[config.mk]
export PLATFORM = sky130hd
export DESIGN_NAME = alu_bitop_seq_flat
export DESIGN_NICKNAME = d
export VERILOG_FILES = /design/src/rtl/alu_bitop_seq_if.sv /design/src/rtl/alu_bitop_seq.sv /design/src/flat_wrapper.sv
export SDC_FILE = /design/constraint.sdc
export NUM_CORES = 1
export LEC_CHECK = 0
export CORE_MARGIN = 2
export CORE_UTILIZATION = 46
export DETAILED_ROUTE_END_ITERATION = 6
export GPL_TIMING_DRIVEN = 0
export PLACE_DENSITY = 0.84
export SETUP_SLACK_MARGIN = 0.4
export SLEW_MARGIN = 15
export SYNTH_ARGS = -nofsm -noshare
export SYNTH_HDL_FRONTEND = slang
export SYNTH_SLANG_ARGS = --single-unit
[constraint.sdc]
create_clock -name clk -period 2.51 [get_ports clk]
set_clock_uncertainty 0.1 [all_clocks]
set_input_delay 0.6275 -clock clk [delete_from_list [all_inputs] [get_ports clk]]
set_output_delay 0.6275 -clock clk [all_outputs]
set_load 0.01 [all_outputs]
[src/rtl/alu_bitop_seq_if.sv]
// Request/response handshake between the instruction decoder and the bit-op sequencer.
interface alu_bitop_seq_if;
   logic       req_valid;
   logic       req_ready;
   logic [1:0] req_op;
   logic [2:0] req_bit;
   logic [7:0] req_data;
   logic       resp_valid;
   logic [7:0] resp_data;
   logic       resp_zero;

   modport master (
      output req_valid, req_op, req_bit, req_data,
      input  req_ready, resp_valid, resp_data, resp_zero
   );

   modport slave (
      input  req_valid, req_op, req_bit, req_data,
      output req_ready, resp_valid, resp_data, resp_zero
   );
endinterface

[src/rtl/alu_bitop_seq.sv]
// Sequencer for CB-prefix BIT/RES/SET: drives the shared ALU through bit select, operand load, result.
// Optional ALU_SEQ_CARRY_CHECK_EN builds a sticky carry-check error flag; otherwise err is tied low.
//
// state | meaning
// IDLE  | ALU released, idle word driven, ready for a request
// PH0   | bit select driven onto bus, loaded into B
// PH1   | operand + function controls, loaded into A
// PH2   | result on bus; result and zero captured
// RESP  | one-cycle response strobe
module alu_bitop_seq (
   input  logic        clk,
   input  logic        reset_n,
   alu_bitop_seq_if.slave bus,
   output logic        err,
   output logic        alu_busy,
   output logic [2:0]  alu_bs,
   output logic [7:0]  alu_op,
   output logic [1:0]  alu_oe,
   output logic        alu_la,
   output logic        alu_lb,
   output logic [1:0]  alu_sh,
   output logic        alu_r,
   output logic        alu_s,
   output logic        alu_v,
   output logic        alu_ne,
   output logic        alu_ci,
   output logic        alu_l,
   output logic        alu_h,
   input  logic [7:0]  alu_result,
   input  logic        alu_zero,
   input  logic        alu_carry
);

   localparam logic [1:0] IDLE_OE = 2'd0;
   localparam logic [1:0] BS_OE   = 2'd1;
   localparam logic [1:0] SH_OE   = 2'd2;
   localparam logic [1:0] RES_OE  = 2'd3;
   localparam logic       NO_LD   = 1'b0;
   localparam logic       BUS_LD  = 1'b1;
   localparam logic [1:0] NO_SH   = 2'd0;
   localparam logic [1:0] OP_RES  = 2'd1;
   localparam logic [1:0] OP_SET  = 2'd2;

   typedef enum logic [2:0] {IDLE, PH0, PH1, PH2, RESP} state_t;

   state_t     state, state_nx;
   logic [1:0] op_q;
   logic [7:0] data_q;
   logic       accept;
   logic       fn_r, fn_s, fn_v;

   logic [2:0] nx_bs;
   logic [7:0] nx_op;
   logic [1:0] nx_oe, nx_sh;
   logic       nx_la, nx_lb, nx_r, nx_s, nx_v, nx_ne, nx_ci, nx_l, nx_h;

   assign accept = bus.req_valid && bus.req_ready;

   // reserved opcode falls through to BIT
   assign fn_r = (op_q == OP_SET);
   assign fn_s = (op_q == OP_RES);
   assign fn_v = !(fn_r || fn_s);

   always_comb begin
      state_nx = state;
      case (state)
         IDLE:    if (accept) state_nx = PH0;
         PH0:     state_nx = PH1;
         PH1:     state_nx = PH2;
         PH2:     state_nx = RESP;
         RESP:    state_nx = IDLE;
         default: state_nx = IDLE;
      endcase
   end

   // ALU word for the upcoming state, so every control line leaves a flop
   always_comb begin
      nx_bs = 3'd0;
      nx_op = 8'd0;
      nx_oe = IDLE_OE;
      nx_la = NO_LD;
      nx_lb = NO_LD;
      nx_sh = NO_SH;
      nx_r  = 1'b0;
      nx_s  = 1'b0;
      nx_v  = 1'b0;
      nx_ne = 1'b0;
      nx_ci = 1'b0;
      nx_l  = 1'b0;
      nx_h  = 1'b0;
      case (state_nx)
         PH0: begin
            nx_bs = bus.req_bit;
            nx_oe = BS_OE;
            nx_lb = BUS_LD;
         end
         PH1: begin
            nx_op = data_q;
            nx_oe = SH_OE;
            nx_la = BUS_LD;
            nx_r  = fn_r;
            nx_s  = fn_s;
            nx_v  = fn_v;
            nx_ne = 1'b1;
            nx_ci = 1'b1;
            nx_l  = 1'b1;
         end
         PH2: begin
            nx_oe = RES_OE;
            nx_r  = fn_r;
            nx_s  = fn_s;
            nx_v  = fn_v;
            nx_ne = 1'b1;
            nx_ci = 1'b1;
            nx_h  = 1'b1;
         end
         default: ;
      endcase
   end

   always_ff @(posedge clk) begin
      if (!reset_n) begin
         state          <= IDLE;
         op_q           <= 2'd0;
         data_q         <= 8'd0;
         bus.req_ready  <= 1'b1;
         bus.resp_valid <= 1'b0;
         bus.resp_data  <= 8'd0;
         bus.resp_zero  <= 1'b0;
         alu_busy       <= 1'b0;
      end else begin
         state          <= state_nx;
         bus.req_ready  <= (state_nx == IDLE);
         bus.resp_valid <= (state_nx == RESP);
         alu_busy       <= (state_nx == PH0) || (state_nx == PH1) || (state_nx == PH2);
         if (accept) begin
            op_q   <= bus.req_op;
            data_q <= bus.req_data;
         end
         if (state == PH2) begin
            bus.resp_data <= alu_result;
            bus.resp_zero <= alu_zero;
         end
      end
   end

   always_ff @(posedge clk) begin
      if (!reset_n) begin
         alu_bs <= 3'd0;
         alu_op <= 8'd0;
         alu_oe <= IDLE_OE;
         alu_la <= NO_LD;
         alu_lb <= NO_LD;
         alu_sh <= NO_SH;
         alu_r  <= 1'b0;
         alu_s  <= 1'b0;
         alu_v  <= 1'b0;
         alu_ne <= 1'b0;
         alu_ci <= 1'b0;
         alu_l  <= 1'b0;
         alu_h  <= 1'b0;
      end else begin
         alu_bs <= nx_bs;
         alu_op <= nx_op;
         alu_oe <= nx_oe;
         alu_la <= nx_la;
         alu_lb <= nx_lb;
         alu_sh <= nx_sh;
         alu_r  <= nx_r;
         alu_s  <= nx_s;
         alu_v  <= nx_v;
         alu_ne <= nx_ne;
         alu_ci <= nx_ci;
         alu_l  <= nx_l;
         alu_h  <= nx_h;
      end
   end

`ifdef ALU_SEQ_CARRY_CHECK_EN
   always_ff @(posedge clk) begin
      if (!reset_n)
         err <= 1'b0;
      else if (((state == PH1) || (state == PH2)) && !alu_carry)
         err <= 1'b1;
   end
`else
   logic unused_carry;
   assign unused_carry = alu_carry;
   assign err = 1'b0;
`endif

endmodule

[src/flat_wrapper.sv]
// flat-port wrapper written by rule: the top's interface ports become plain ports
module alu_bitop_seq_flat 
  (clk, reset_n, err, alu_busy, alu_bs, alu_op, alu_oe, alu_la, alu_lb, alu_sh, alu_r, alu_s, alu_v, alu_ne, alu_ci, alu_l, alu_h, alu_result, alu_zero, alu_carry, bus_req_valid, bus_req_op, bus_req_bit, bus_req_data, bus_req_ready, bus_resp_valid, bus_resp_data, bus_resp_zero);
  alu_bitop_seq_if bus_i ();
  input  logic clk;
  input  logic reset_n;
  output logic err;
  output logic alu_busy;
  output logic [2:0] alu_bs;
  output logic [7:0] alu_op;
  output logic [1:0] alu_oe;
  output logic alu_la;
  output logic alu_lb;
  output logic [1:0] alu_sh;
  output logic alu_r;
  output logic alu_s;
  output logic alu_v;
  output logic alu_ne;
  output logic alu_ci;
  output logic alu_l;
  output logic alu_h;
  input  logic [7:0] alu_result;
  input  logic alu_zero;
  input  logic alu_carry;
  input wire logic [$bits(bus_i.req_valid)-1:0] bus_req_valid;
  input wire logic [$bits(bus_i.req_op)-1:0] bus_req_op;
  input wire logic [$bits(bus_i.req_bit)-1:0] bus_req_bit;
  input wire logic [$bits(bus_i.req_data)-1:0] bus_req_data;
  output wire logic [$bits(bus_i.req_ready)-1:0] bus_req_ready;
  output wire logic [$bits(bus_i.resp_valid)-1:0] bus_resp_valid;
  output wire logic [$bits(bus_i.resp_data)-1:0] bus_resp_data;
  output wire logic [$bits(bus_i.resp_zero)-1:0] bus_resp_zero;
  assign bus_i.req_valid = bus_req_valid;
  assign bus_i.req_op = bus_req_op;
  assign bus_i.req_bit = bus_req_bit;
  assign bus_i.req_data = bus_req_data;
  assign bus_req_ready = bus_i.req_ready;
  assign bus_resp_valid = bus_i.resp_valid;
  assign bus_resp_data = bus_i.resp_data;
  assign bus_resp_zero = bus_i.resp_zero;
  alu_bitop_seq u_core (.clk(clk), .reset_n(reset_n), .bus(bus_i), .err(err), .alu_busy(alu_busy), .alu_bs(alu_bs), .alu_op(alu_op), .alu_oe(alu_oe), .alu_la(alu_la), .alu_lb(alu_lb), .alu_sh(alu_sh), .alu_r(alu_r), .alu_s(alu_s), .alu_v(alu_v), .alu_ne(alu_ne), .alu_ci(alu_ci), .alu_l(alu_l), .alu_h(alu_h), .alu_result(alu_result), .alu_zero(alu_zero), .alu_carry(alu_carry));
endmodule
; ---- Word level (Yosys, flattened, before mapping)
; Cells that the tools add are included.
[totals]
register_bits = 45
in_bits = 26
[classes]
n_reduce_logical = 11
muxes = 7
eq_ne = 9
[op_table]
columns = op, count
row1 = equality test 3 x 2 -> 1 bit (second input constant), 4
row2 = case mux 3 bit (4 select lines), 1
row3 = equality test 3 x 1 -> 1 bit (second input constant), 2
row4 = zero test 3 bit, 2
row5 = case mux 2 bit (3 select lines), 1
row6 = AND reduction 2 bit, 3
row7 = 2-to-1 mux 1 bit, 4
row8 = equality test 3 bit (second input constant), 1
row9 = logical OR 1 bit, 3
row10 = 2-to-1 mux 3 bit, 1
row11 = equality test 2 x 1 -> 1 bit (second input constant), 1
row12 = equality test 2 bit (second input constant), 1
row13 = OR reduction 2 bit, 1
row14 = logical AND 1 bit, 1
row15 = zero test 1 bit, 1

; ---- Longest topological paths before layout
[depth]
ltp_word = 6
ltp_mapped = 4
mapped_depth_nobuf = 3

; ---- Worst setup path after synthesis
; Ideal clock, no wire load.
[synth_timing]
path_kind = input to register
start = input port reset_n
end = register u_core.alu_busy
arrival_ns = 1.286
path_slack_ns = 1.036
n_path_buf = 1
stages = 3
required_time_ns = 2.322
setup_time_ns = 0.088
path_cell_list = or3b_1 buf_2 o32ai_2
[synth_rtl]
columns = item, line
row1 = start: declaration, flat_wrapper.sv:6  ; input logic reset_n;
row2 = end signal: assignment, alu_bitop_seq.sv:135  ; alu_busy <= (state_nx == PH0) || (state_nx == PH1) || (state_nx == PH2);
row3 = end: declaration, alu_bitop_seq.sv:15  ; output logic alu_busy,

==> results.json <==
{
  "status": "completed",
  "final_common_cell": "clkdlybuf4s50_1",
  "avgSynthCellArea_um2": 10.2,
  "cts_tree": "yes",
  "ys_warn_count": 0,
  "vias": 1283,
  "fin_crit_ps": 2030,
  "chipHeight_um": 63.5,
  "drv_slew": 0,
  "rr_startpoint": "u_core.bus.req_ready$_SDFF_PN1_",
  "grt_max_degree": 14,
  "worstPathRequired_ps": 1780,
  "antenna_found_initial": 0,
  "leakagePower_nw": 0.955,
  "synth_cells": 159,
  "dr.pass1.iters": 3,
  "grt_pass1_vias": 1260,
  "clk_pin_slew_ps": 120,
  "cp-start-kind": "flip-flop",
  "portBuffers": 58,
  "cpPeakStageDelay_ps": 520,
  "crit_type": "reg -> out",
  "worstReg2RegEnd": "u_core.alu_busy$_SDFF_PN0_",
  "cap_viol_max_count": 0,
  "setup_viol": 0,
  "drtIter0Drc": 35,
  "cts_resized": 1,
  "clk_latency_ps": 350,
  "fin_nets": 254,
  "powerDensity_nw_per_um2": 590,
  "fin_util_pct": 69.7,
  "fin_crit_sh_pct": 81.1,
  "min_from": "u_core.data_q[2]$_SDFFE_PN0P_",
  "path_cells": "buf_4 > clkdlybuf4s50_1",
  "drt_wl_total_mm": 3.28,
  "clock-sinks": 44,
  "std_cell_rows": 21,
  "reg2reg_slack_ps": 1080,
  "insertedDiodeCount": 0,
  "r2r_cells": 3,
  "io_pins": 63,
  "total_power_mw": 1.38,
  "gp_congestion": 0.726,
  "final_cells": 273,
  "timing.final.hold_violations": 0,
  "synth_area_um2": 1630,
  "end_kind": "output port",
  "slew_headroom_pct": 64.4,
  "grt_pass1_wl_mm": 5.55,
  "synth_seq_area_share_pct": 54.2,
  "fin_area_um2": 2340,
  "placed_cells": 265,
  "nFillCells": 290,
  "core_area_um2": 3360,
  "cts_buffers": 5,
  "hold_depth": 1,
  "root_buffer": "clkbuf_4",
  "setup_slack_ps": 475,
  "hold_path_end": "u_core.alu_op[2]$_SDFF_PN0_",
  "grt_use_total_pct": 17.8,
  "ys_types": 27,
  "cts_htree_levels": 2,
  "syn_to_final_growth_pct": 44.1,
  "ys_seq_elements": 44,
  "post_cts_buffers": 0,
  "fin_hold_ws_ps": 363,
  "clock.fmax_mhz": 492,
  "start_util_pct": 48.4,
  "drive_gt1_share_pct": 10.6,
  "mostFrequentLayoutCells": "clkdlybuf4s50_1 (56), dfxtp_1 (41), nand2_1 (19), and3_1 (10), o21a_1 (10)",
  "drc": 0,
  "hold_path.class": "reg -> reg",
  "drtAntennaViolNets": 0,
  "slowest_stage": "clkdlybuf4s50_1",
  "worstMarginPinSlew_ps": 530,
  "via_per_inst": 4.70,
  "dieArea_um2": 4030,
  "placedInstanceArea_um2": 2270,
  "rsz0062_at_grt": "false",
  "hpwl_mm": 2.35,
  "grt_overflow": 0,
  "crit_arrival_ps": 1310,
  "ir_drop_v": 0.000338,
  "setup_tns_ps": 0,
  "cts_buffer_depth": 2,
  "dieWidth_um": 63.5,
  "wire_per_inst_um": 12.0,
  "hold_buffers": 0,
  "detailedPlace.worstSlack_ps": 332,
  "path_max_fanout": 2
}
## state kept, by name (all words and copies together), names as in the netlist, 2 cells and up
register / cells
u_core.alu_op: 8
u_core.bus.resp_data: 8
u_core.data_q: 8
u_core.alu_bs: 3
u_core.state: 3
u_core.alu_oe: 2
u_core.op_q: 2
## cell families (layout without fill, tap and decap cells)
family | count (synthesis) | count (layout) | synth area share, %
and+or+nand+nor | 55 | 55 | 19.6
DFF | 44 | 44 | 54.2
buffers and inverters | 24 | 90 | 7.38
AOI/OAI and AO/OA | 23 | 23 | 11.0
muxes | 9 | 9 | 5.54
adders and majority gates | 2 | 2 | 1.54
other | 1 | 3 | 0.231
xor gates and xnor gates | 1 | 1 | 0.539
## layer usage
layer	track usage, %	share of wire [%]
met5	0	0
met4	8.15	2.2
met3	7.50	7.6
met2	29.1	47
met1	20.1	43
## area by class of cell
class | count | area, um^2 | share of cell area, %
multi-input combinational | 93 | 633 | 27.0
buffer | 17 | 93.8 | 4.00
clock inverter | 1 | 7.51 | 0.320
tap | 46 | 57.6 | 2.46
clock buffer | 7 | 55.1 | 2.35
inverter | 7 | 26.3 | 1.12
timing repair buffer | 58 | 586 | 25.0
sequential | 44 | 885 | 37.7
## report_power, final
group	total, mW	internal [mW]	switching (mW)
combinational	0.266	0.148	0.119
sequential	0.765	0.743	0.0217
clock	0.353	0.137	0.215
## how the worst max path moves through the flow
stage                                      end                         from  slack (ps)  cells after the start
detailed placement  u_core.alu_busy$_SDFF_PN0_                bus_req_valid         330                      4
floorplan           u_core.alu_busy$_SDFF_PN0_                      reset_n        1040                      3
global placement    u_core.alu_busy$_SDFF_PN0_                bus_req_valid         320                      4
finish                                  alu_la      u_core.alu_l$_SDFF_PN0_         480                      2
CTS                                     alu_ne  u_core.alu_oe[1]$_SDFF_PN0_         420                      2
global route                            alu_la      u_core.alu_l$_SDFF_PN0_         400                      2
## critical path: cells and delay by family (launching register included)
kind / cells / cell delay [ps]
flops: 1 / 350
buf+inv: 2 / 610
## cells in the mapped netlist (all sizes together)
library cell	count	area, um^2
a21o	1	7.51
and3b	1	8.76
and3	10	62.6
nor3	1	5.00
o21a	10	75.1
nand2	19	71.3
nor3b	3	22.5
nor4bb	1	10.0
ha	2	25.0
nor4b	2	17.5
or3b	1	8.76
and2	8	50.1
buf	10	67.6
nand2b	1	6.26
inv	7	26.3
clkbuf	7	26.3
a21boi	10	75.1
xnor2	1	8.76
mux2i	9	90.1
nor4	3	37.5
a21oi	1	5.00
o32ai	1	16.3
nor2	5	18.8
conb	1	3.75
dfxtp	44	881
Note: power is estimated with default switching activity, not from simulation.
